`src/rtl/cu_read_cmd_generator_pkg.sv`:
```
// Shared types and constants for the CU read command generator.
// Holds the FSM state enum, the read command packet layout and the
// helper that sizes a command so it never crosses a cacheline.
package cu_read_cmd_generator_pkg;

    localparam int CREDITS_READ   = 32;
    localparam int DATA_SIZE_READ = 4;
    localparam int CACHELINE_SIZE = 128;

    // Byte count of a job: 32-bit element count times element size, with headroom.
    localparam int REMAINING_W = 38;

    typedef logic [7:0] cu_id_t;

    localparam cu_id_t      DATA_READ_CONTROL_ID       = 8'h10;
    localparam logic [63:0] ADDRESS_DATA_READ_MOD_MASK = 64'(CACHELINE_SIZE - 1);

    typedef enum logic [1:0] {
        IDLE,
        ISSUE,
        DRAIN,
        DONE
    } read_cmd_gen_state_t;

    typedef struct packed {
        logic        valid;
        cu_id_t      cu_id;
        logic [0:63] addr;
        logic [0:7]  size;
    } ReadCmdPacket;

    // Bytes that fit before the next line boundary, capped by what is left.
    function automatic logic [7:0] cmd_size_calc(
        input logic [63:0]            addr,
        input logic [REMAINING_W-1:0] remaining,
        input int unsigned            line_bytes
    );
        logic [REMAINING_W-1:0] room;
        room = REMAINING_W'(line_bytes) - REMAINING_W'(addr & 64'(line_bytes - 1));
        if (remaining < room) begin
            return remaining[7:0];
        end
        return room[7:0];
    endfunction

endpackage

```
`src/rtl/cu_read_cmd_generator_credit.sv`:
```
// cu_credit_counter: credit pool counter starting full at MAX_COUNT.
// inc_i returns a credit, dec_i consumes one; both together cancel.
// Overflow or underflow attempts are dropped and raise a sticky error.
module cu_credit_counter #(
    parameter int MAX_COUNT = 32,
    parameter int COUNT_W   = $clog2(MAX_COUNT + 1)
) (
    input  logic               clk_i,
    input  logic               srst_i,
    input  logic               inc_i,
    input  logic               dec_i,
    output logic [COUNT_W-1:0] count_o,
    output logic               error_o
);

    logic [COUNT_W-1:0] count_q, count_d;
    logic               error_q, error_d;

    // Next-count logic with saturation at both ends.
    always_comb begin
        count_d = count_q;
        error_d = error_q;
        if (inc_i && !dec_i) begin
            if (count_q == COUNT_W'(MAX_COUNT)) begin
                error_d = 1'b1;
            end else begin
                count_d = count_q + COUNT_W'(1);
            end
        end else if (dec_i && !inc_i) begin
            if (count_q == '0) begin
                error_d = 1'b1;
            end else begin
                count_d = count_q - COUNT_W'(1);
            end
        end
    end

    // Pool starts full; the error flag is only cleared by reset.
    always_ff @(posedge clk_i) begin
        if (srst_i) begin
            count_q <= COUNT_W'(MAX_COUNT);
            error_q <= 1'b0;
        end else begin
            count_q <= count_d;
            error_q <= error_d;
        end
    end

    assign count_o = count_q;
    assign error_o = error_q;

endmodule

```
`src/rtl/cu_read_cmd_generator.sv`:
```
// cu_read_cmd_generator: turns one read job (byte address + element count)
// into cacheline-bounded read commands, gated by a local credit pool, and
// pulses job_done once every issued command has returned its credit.
// Optional macro CU_READ_CMD_STATS_EN adds stall_credit_cycles and
// stall_ready_cycles counters.
module cu_read_cmd_generator
    import cu_read_cmd_generator_pkg::*;
#(
    parameter int     NUM_CREDITS = CREDITS_READ,
    parameter int     ELEM_BYTES  = DATA_SIZE_READ,
    parameter int     LINE_BYTES  = CACHELINE_SIZE,
    parameter cu_id_t CU_ID       = DATA_READ_CONTROL_ID
) (
    input  logic        clock,
    input  logic        rst,
    input  logic        job_valid,
    output logic        job_ready,
    input  logic [0:63] job_base_addr,
    input  logic [31:0] job_elem_count,
    output logic        cmd_valid,
    input  logic        cmd_ready,
    output logic [63:0] cmd_addr,
    output logic [7:0]  cmd_size,
    output cu_id_t      cmd_cu_id,
    input  logic        credit_return,
    output logic        job_done,
    output logic [5:0]  outstanding,
`ifdef CU_READ_CMD_STATS_EN
    output logic [31:0] stall_credit_cycles,
    output logic [31:0] stall_ready_cycles,
`endif
    output logic        credit_error
);

    localparam int CW = $clog2(NUM_CREDITS + 1);

    read_cmd_gen_state_t    state_q;
    logic [63:0]            addr_q;
    logic [REMAINING_W-1:0] remaining_q;
    logic [7:0]             size_q;
    logic                   job_ready_q;
    logic                   job_done_q;
    cu_id_t                 cu_id_q;

    logic [CW-1:0]          credits;
    logic                   credits_full;
    logic                   cmd_valid_w;
    logic                   accept;
    logic                   job_fire;
    logic [REMAINING_W-1:0] job_bytes;
    logic [7:0]             first_size;
    logic [63:0]            next_addr;
    logic [REMAINING_W-1:0] next_remaining;
    logic [7:0]             next_size;
    ReadCmdPacket           cmd_pkt;

    assign job_fire     = job_valid && job_ready_q;
    assign credits_full = (credits == CW'(NUM_CREDITS));
    assign cmd_valid_w  = (state_q == ISSUE) && (remaining_q != '0) && (credits != '0);
    assign accept       = cmd_valid_w && cmd_ready;

    // Sizing for the first command of a new job and for the command after an accept.
    // Only the first command can be unaligned; every later one starts on a line.
    assign job_bytes      = REMAINING_W'(job_elem_count) * REMAINING_W'(ELEM_BYTES);
    assign first_size     = cmd_size_calc(job_base_addr, job_bytes, LINE_BYTES);
    assign next_addr      = addr_q + 64'(size_q);
    assign next_remaining = remaining_q - REMAINING_W'(size_q);
    assign next_size      = cmd_size_calc(next_addr, next_remaining, LINE_BYTES);

    cu_credit_counter #(
        .MAX_COUNT (NUM_CREDITS),
        .COUNT_W   (CW)
    ) u_credit_counter (
        .clk_i   (clock),
        .srst_i  (rst),
        .inc_i   (credit_return),
        .dec_i   (accept),
        .count_o (credits),
        .error_o (credit_error)
    );

    // Job FSM: latch the job, issue commands, wait for all credits, pulse done.
    always_ff @(posedge clock) begin
        if (rst) begin
            state_q     <= IDLE;
            addr_q      <= '0;
            remaining_q <= '0;
            size_q      <= '0;
            job_ready_q <= 1'b1;
            job_done_q  <= 1'b0;
            cu_id_q     <= '0;
        end else begin
            job_done_q <= 1'b0;
            case (state_q)
                IDLE: begin
                    // job_ready stays low for the cycle carrying the done pulse.
                    job_ready_q <= 1'b1;
                    if (job_fire) begin
                        job_ready_q <= 1'b0;
                        addr_q      <= job_base_addr;
                        remaining_q <= job_bytes;
                        size_q      <= first_size;
                        cu_id_q     <= CU_ID;
                        state_q     <= (job_bytes == '0) ? DONE : ISSUE;
                    end
                end
                ISSUE: begin
                    if (accept) begin
                        addr_q      <= next_addr;
                        remaining_q <= next_remaining;
                        size_q      <= next_size;
                        if (next_remaining == '0) begin
                            state_q <= DRAIN;
                        end
                    end
                end
                DRAIN: begin
                    if (credits_full) begin
                        state_q <= DONE;
                    end
                end
                DONE: begin
                    job_done_q <= 1'b1;
                    state_q    <= IDLE;
                end
                default: begin
                    state_q <= IDLE;
                end
            endcase
        end
    end

    assign cmd_pkt = '{valid: cmd_valid_w, cu_id: cu_id_q, addr: addr_q, size: size_q};

    assign cmd_valid   = cmd_pkt.valid;
    assign cmd_addr    = cmd_pkt.addr;
    assign cmd_size    = cmd_pkt.size;
    assign cmd_cu_id   = cmd_pkt.cu_id;
    assign job_ready   = job_ready_q;
    assign job_done    = job_done_q;
    assign outstanding = 6'(NUM_CREDITS) - 6'(credits);

`ifdef CU_READ_CMD_STATS_EN
    logic [31:0] stall_credit_q;
    logic [31:0] stall_ready_q;

    // Saturating stall counters, cleared when a new job is accepted.
    always_ff @(posedge clock) begin
        if (rst || job_fire) begin
            stall_credit_q <= '0;
            stall_ready_q  <= '0;
        end else begin
            if ((state_q == ISSUE) && (remaining_q != '0) && (credits == '0)
                && (stall_credit_q != '1)) begin
                stall_credit_q <= stall_credit_q + 32'd1;
            end
            if (cmd_valid_w && !cmd_ready && (stall_ready_q != '1)) begin
                stall_ready_q <= stall_ready_q + 32'd1;
            end
        end
    end

    assign stall_credit_cycles = stall_credit_q;
    assign stall_ready_cycles  = stall_ready_q;
`endif

endmodule

```
`config.mk`:
```
export PLATFORM = sky130hd
export DESIGN_NAME = cu_read_cmd_generator
export DESIGN_NICKNAME = d
export VERILOG_FILES = /design/src/rtl/cu_read_cmd_generator_pkg.sv /design/src/rtl/cu_read_cmd_generator_credit.sv /design/src/rtl/cu_read_cmd_generator.sv
export SDC_FILE = /design/constraint.sdc
export NUM_CORES = 1
export LEC_CHECK = 0
export CAP_MARGIN = 30
export CORE_ASPECT_RATIO = 0.5
export CORE_MARGIN = 1
export CORE_UTILIZATION = 53
export DETAILED_ROUTE_END_ITERATION = 6
export GPL_TIMING_DRIVEN = 0
export PLACE_DENSITY = 0.82
export SYNTH_ARGS = -nofsm -noshare
export SYNTH_HDL_FRONTEND = slang
export SYNTH_SLANG_ARGS = --single-unit
export TNS_END_PERCENT = 10
```
`constraint.sdc`:
```
create_clock -name clock -period 4.15 [get_ports clock]
set_input_delay 0.6225 -clock clock [delete_from_list [all_inputs] [get_ports clock]]
set_output_delay 0.6225 -clock clock [all_outputs]
set_load 0.005 [all_outputs]
```
### Yosys cells after proc, flatten, opt, wreduce, memory -nomap -nowiden

Index checks and enable logic that the tools add are counted.

* bits in registers: 122
* word-level logic and storage cells: 82

* $add $sub $neg: 7
* order comparisons: 2
* equal/unequal tests: 11
* mux-type cells: 31
* reduce and logical (&&, ||, !) cells: 22

Operators by type and width (count)
* 64-bit two-way mux: 2
* 64-bit one-hot mux with 2 select lines: 1
* 38-bit logical NOT: 2
* 38-bit two-way mux: 2
* 38-bit one-hot mux with 2 select lines: 1
* 64-bit by 8-bit adder with 64-bit output: 1
* 8-bit two-way mux: 6
* 34-bit by 38-bit less-than comparator with 1-bit output: 1
* 38-bit less-than comparator: 1
* 38-bit nonzero test: 1
* 38-bit by 8-bit subtractor with 38-bit output: 1
* 6-bit two-way mux: 4
* 8-bit by 7-bit subtractor with 9-bit output (first input constant): 2
* 8-bit one-hot mux with 2 select lines: 1
* 2-bit two-way mux: 5
* 3-bit AND reduction: 3
* 1-bit two-way mux: 8
* 2-bit != test (second input constant): 4
* 2-bit one-hot mux with 4 select lines: 1
* 6-bit by 1-bit adder with 6-bit output (second input constant): 1
* 6-bit == test (second input constant): 1
* 1-bit logical AND: 6
* 6-bit logical NOT: 1
* 2-bit by 1-bit != test with 1-bit output (second input constant): 3
* 10 further kinds: 14

### Longest topological paths before layout

* word-level depth: 8
* gate-level depth with buffers: 18
* depth with buffers taken out: 17

### Cells and area by module

A second synthesis with hierarchy kept.

* cells, all modules: 1201
* area total of the unflattened synthesis: 9072.5 um2

Modules (own cells, without submodules)
* cu_read_cmd_generator: times used 1, cells an instance 1150, area each 8605.8 um2, sequential area each 2302.2 um2
* cu_credit_counter: times used 1, cells an instance 51, area each 466.7 um2, sequential area each 140.1 um2

### Worst setup path before layout

OpenSTA, ideal clock, no wires.

* path kind: register to register
* start point: register size_q[1], in the netlist cmd_size[1]
* end point: register size_q[7], in the netlist cmd_size[7]
* data arrival time: 3.670 ns
* data required time: 4.064 ns
* path slack: 0.394 ns
* cell stages (with the launch flop): 15
* path buffers: 3
* period minus slack after synthesis: 3.756 ns
* cell sequence: dfxtp_1 inv_1 ha_1 nor2b_1 o31a_4 a211o_1 buf_6 or3_4 a211o_1 or4_1 or2_1 buf_6 buf_6 o31a_1 a221oi_2

* cells in the longest elaborated chain, start to end: 7

Ends and longest elaborated chain
* from (decl): line cu_read_cmd_generator.sv:40 `logic [7:0] size_q;`
* from (signal assigned): line cu_read_cmd_generator.sv:102 `size_q <= first_size;`
* from (signal assigned): line cu_read_cmd_generator.sv:111 `size_q <= next_size;`
* 64-bit by 8-bit adder with 64-bit output: line cu_read_cmd_generator.sv:66 `assign next_addr = addr_q + 64'(size_q);`
* 8-bit by 7-bit subtractor with 9-bit output: line cu_read_cmd_generator_pkg.sv:39 `room = REMAINING_W'(line_bytes) - REMAINING_W'(addr & 64'(line_bytes - 1));`
* 38-bit less-than comparator: line cu_read_cmd_generator_pkg.sv:40 `if (remaining < room) begin`
* 1-bit two-way mux: line cu_read_cmd_generator_pkg.sv:40
* 8-bit two-way mux *: line cu_read_cmd_generator_pkg.sv:43 `return room[7:0];`
* 8-bit two-way mux *: line cu_read_cmd_generator.sv:108 `if (accept) begin`
* 8-bit one-hot mux with 2 select lines *: line cu_read_cmd_generator.sv:94 `case (state_q)`

Mark *: on every way between the ends. The rest lies on a longest branch, timed or not. The select of a mux whose other input is x is not followed.
A chain may end at the register's enable or synchronous reset.

### Final worst setup path

* start point: register size_q[7], in the netlist cmd_size[7]
* end point: register size_q[7], in the netlist cmd_size[7]

* cells in the longest elaborated chain, start to end: 6

Ends and longest elaborated chain
* 38-bit by 8-bit subtractor with 38-bit output *: line cu_read_cmd_generator.sv:67 `assign next_remaining = remaining_q - REMAINING_W'(size_q);`
* 38-bit less-than comparator: line cu_read_cmd_generator_pkg.sv:40
* 1-bit two-way mux: line cu_read_cmd_generator_pkg.sv:40
* 8-bit two-way mux *: line cu_read_cmd_generator_pkg.sv:43
* 8-bit two-way mux *: line cu_read_cmd_generator.sv:108
* 8-bit one-hot mux with 2 select lines *: line cu_read_cmd_generator.sv:94

Marks and branches as above.

==> results by group <==
Pwr
  • Leak Pwr: 4.498 nW
  • Pwr per Cell Area: 938.0 nW/um^2
  • VDD IR-drop max: 0.5948 mV
  • Overall power: 11.19 mW

Global route
  • Grt ovf: 0
  • Number of global-route vias before repair: 10,508
  • Pin count of the biggest net entering global routing: 17
  • GRT Overall Usage: 45.82%
  • First-pass GRT wire length: 61,000 um
  • Initial antenna violation count: 0

Yosys
  • Seq/Total Area, Yosys: 26.75%
  • Cell count after synthesis: 1,231
  • Post-Syn Area per Cell: 7.416 sq um
  • Compound-Gate Fraction of Synth Area: 27.59%
  • Mapped cell area: 9129 sq um
  • Simple-gate portion of the synthesized area: 26.10%
  • Xor/xnor share of the synthesized area: 3.166%
  • Mux contribution to synthesized area: 3.988%
  • Synth cell types: 79
  • Largest family of logic cells by synthesized area: compound AO/OA/AOI/OAI gates
  • Synth Area in Adders: 6.414%
  • Ys async rst share: 0%
  • Post-synth top flop: dfxtp_1
  • Flop and latch count out of synthesis: 122
  • Yosys warning count: 0
  • Number of flops mapped to enable cells by yosys: 0

Placed design
  • Routability congestion estimate: 1.057
  • Dpl cell area: 11,260 sq um
  • Hpwl dp: 30,450 um
  • Post-placement setup slack: -495.5 ps
  • IO Port Bufs: 182

Floorplan
  • Die Ht: 94.80 um
  • Core Rows: 33
  • Initial Util: 55.00%
  • Die area: 17,780 sq um
  • Die X: 187.6 um
  • Core Area: 16,600 sq um
  • Num ports: 191

CTS
  • Clock-pin transition on the worst setup and hold timing paths: 60 ps
  • CTS Hold Bufs: 0
  • CTS buffer count: 17
  • H-tree levels: 4
  • Clk_lat worst skew: 440 ps
  • CTS tree: yes
  • Clock sink total: 122
  • Clk root buf: clkbuf_16
  • CTS Buffer Depth: 2
  • Post-CTS setup buffers: 0

Hold path
  • HP Start: cmd_cu_id[4]$_SDFFE_PP0P_
  • HP Class: flop to flop

STA
  • Final Slew Violations: 0
  • Hold Violations, Final: 0
  • Final worst slack: -96.97 ps
  • Clk_skew: 10.72 ps
  • Period utilization: 102.3%
  • RSZ-0062 raised after global routing: true
  • Max-slew headroom: 27.19%
  • Maximum clock rate: 0.2355 GHz
  • Tightest Pin Transition: 1092 ps
  • Final Setup Violations: 8
  • Crit path time final: 4247 ps
  • Final TNS setup: -328.3 ps

Finish
  • # diodes: 0
  • Synth-to-Final Area Change: 30.63%
  • Final Cell Area: 11,930 sq um
  • Fraction of layout cells with a size suffix above 1: 5.659%
  • Nets: 1,584
  • Post-route core utilization: 71.85%

Setup path
  • Worst Setup End Kind: flop
  • CP arrival: 4600 ps
  • CP startpoint: cmd_size[7]$_SDFFE_PP0P_
  • CP Max Fanout: 10
  • Worst EP required: 4500 ps
  • Setup CP Type: flop to flop
  • CP Launch Type: flop
  • Reg-to-Reg Start: cmd_size[7]$_SDFFE_PP0P_

Drt
  • # DRC: 4
  • Vias per cell: 6.952
  • Routed len/inst: 25.02 um
  • Drt total wl: 41,930 um
  • Routed via count: 11,651
  • Number of DRC markers in iteration 0: 1,800
  • First-pass DRT Iterations: 7
  • Final ANT Viol Nets: 0

Outcome
  • Outcome: finished with violations
  • Failing checks: design-rule violations, negative setup slack

Job
  • Max Cap Viol: 0
==> stage by stage <==
step | std cells | hold WS, ps
finish | 1676 | 451.1
floorplan | 1237 | 442.1
global route | 1676 | 479.3
CTS | 1676 | 453.2
global placement | 1646 | 439.9
detailed placement | 1646 | 445.0
==> flip-flops by register name (all words and copies together), names as in the netlist <==
signal / count
state_q: 2
job_done: 1
cmd_size: 8
cmd_addr: 64
u_credit_counter.count_o: 6
remaining_q: 38
cmd_cu_id: 1
job_ready: 1
u_credit_counter.error_o: 1
==> per-layer routing <==
layer / part of all wire [%] / vias up / GRT usage (%)
met5: 0.060 / - / 0
met4: 4.9 / 2 / 20.73
met3: 17 / 269 / 19.99
met2: 40 / 1062 / 67.72
met1: 38 / 5338 / 57.61
li1: - / 4980 / -
==> cell usage after synthesis (all sizes together) (10+ instances only) <==
master  instances  area share, %
nor2          133            5.5
nand2         124            5.1
dfxtp         122             27
a21oi         103            5.8
o21ai          70            3.8
clkbuf         65            2.7
nand3          58            3.2
nor3           43            2.5
ha             42            5.8
inv            42            1.7
a211oi         38            3.1
mux2i          33            3.6
a21o           23            1.9
or3            23            1.6
nor4           21            1.6
buf            20            1.5
xnor2          20            1.9
o22ai          18            1.2
and3           16            1.1
a311oi         14            1.3
nand4          14           0.96
a22oi          13            1.1
o221ai         13            1.2
xor2           13            1.2
nor2b          11           0.75
o211ai         10           0.97
o21a           10           0.82
==> worst paths after layout <==
path / to / slack, ps / cells past startpoint
max: cmd_size[7]$_SDFFE_PP0P_ / -100 / 15
min: cmd_cu_id[4]$_SDFFE_PP0P_ / 450 / 2
max reg2reg: cmd_size[7]$_SDFFE_PP0P_ / -100 / 15
min reg2reg: cmd_cu_id[4]$_SDFFE_PP0P_ / 450 / 2
==> area by class of cell <==
cell class              count  area, sq um
plain buffers              85        397.9
well taps                 227        284.0
multi-input cells         987         6228
flip-flops and latches    122         2447
clock buffers              22        464.2
inverters                  43        161.4
fillers                  1352         4673
repair buffers            182         1822
clock inverters             8        120.1
==> cell families after synthesis <==
family	Yosys count
and+or+nand+nor	489
buffers and inverters	128
other	1
adders and majority gates	45
DFF	122
AOI/OAI and AO/OA	377
muxes	36
xor gates and xnor gates	33
==> critical path, cell delays in order, from the launching register on <==
cell      delay (ps)
dfxtp_1          440
inv_1            150
ha_1             330
buf_6            150
a21oi_4          190
o211ai_4         120
a211o_1          290
buf_6            140
or3_4            340
a211o_1          360
or4_1            540
or2_1            260
buf_6            150
buf_6            140
o31a_1           320
a221oi_2         230
==> where the power goes <==
group / leakage (nW) / internal (mW) / switching, mW
logic: 3.21 / 2.79 / 4.66
clock network: 0.282 / 0.966 / 0.589
registers: 1.01 / 1.59 / 0.598
==> cells in the final DEF (no fill, tap or decap), types with 8 or more instances in the layout <==
master and instances:
clkdlybuf4s50_1 182, nor2_1 131, nand2_1 124, dfxtp_1 118
a21oi_1 100, o21ai_0 68, clkbuf_1 63, nand3_1 57
inv_1 42, ha_1 42, nor3_1 40, a211oi_1 38
mux2i_1 33, a21o_1 22, or3_1 22, nor4_1 20
xnor2_1 19, o22ai_1 18, clkbuf_16 17, and3_1 15
nand4_1 14, a311oi_1 14, xor2_1 13, a22oi_1 13
o221ai_1 12, nor2b_1 11, o21a_1 10, a31oi_1 9
and4_1 9, a2111oi_0 9, o211ai_1 9, buf_4 8
==> timing repair <==
item / 4_1_cts / 5_1_grt
resized for setup: 12 / 15
pin swaps: 0 / 1
endpoints found under the setup margin: 55 / 57
Power figures use the tool's default switching activity.
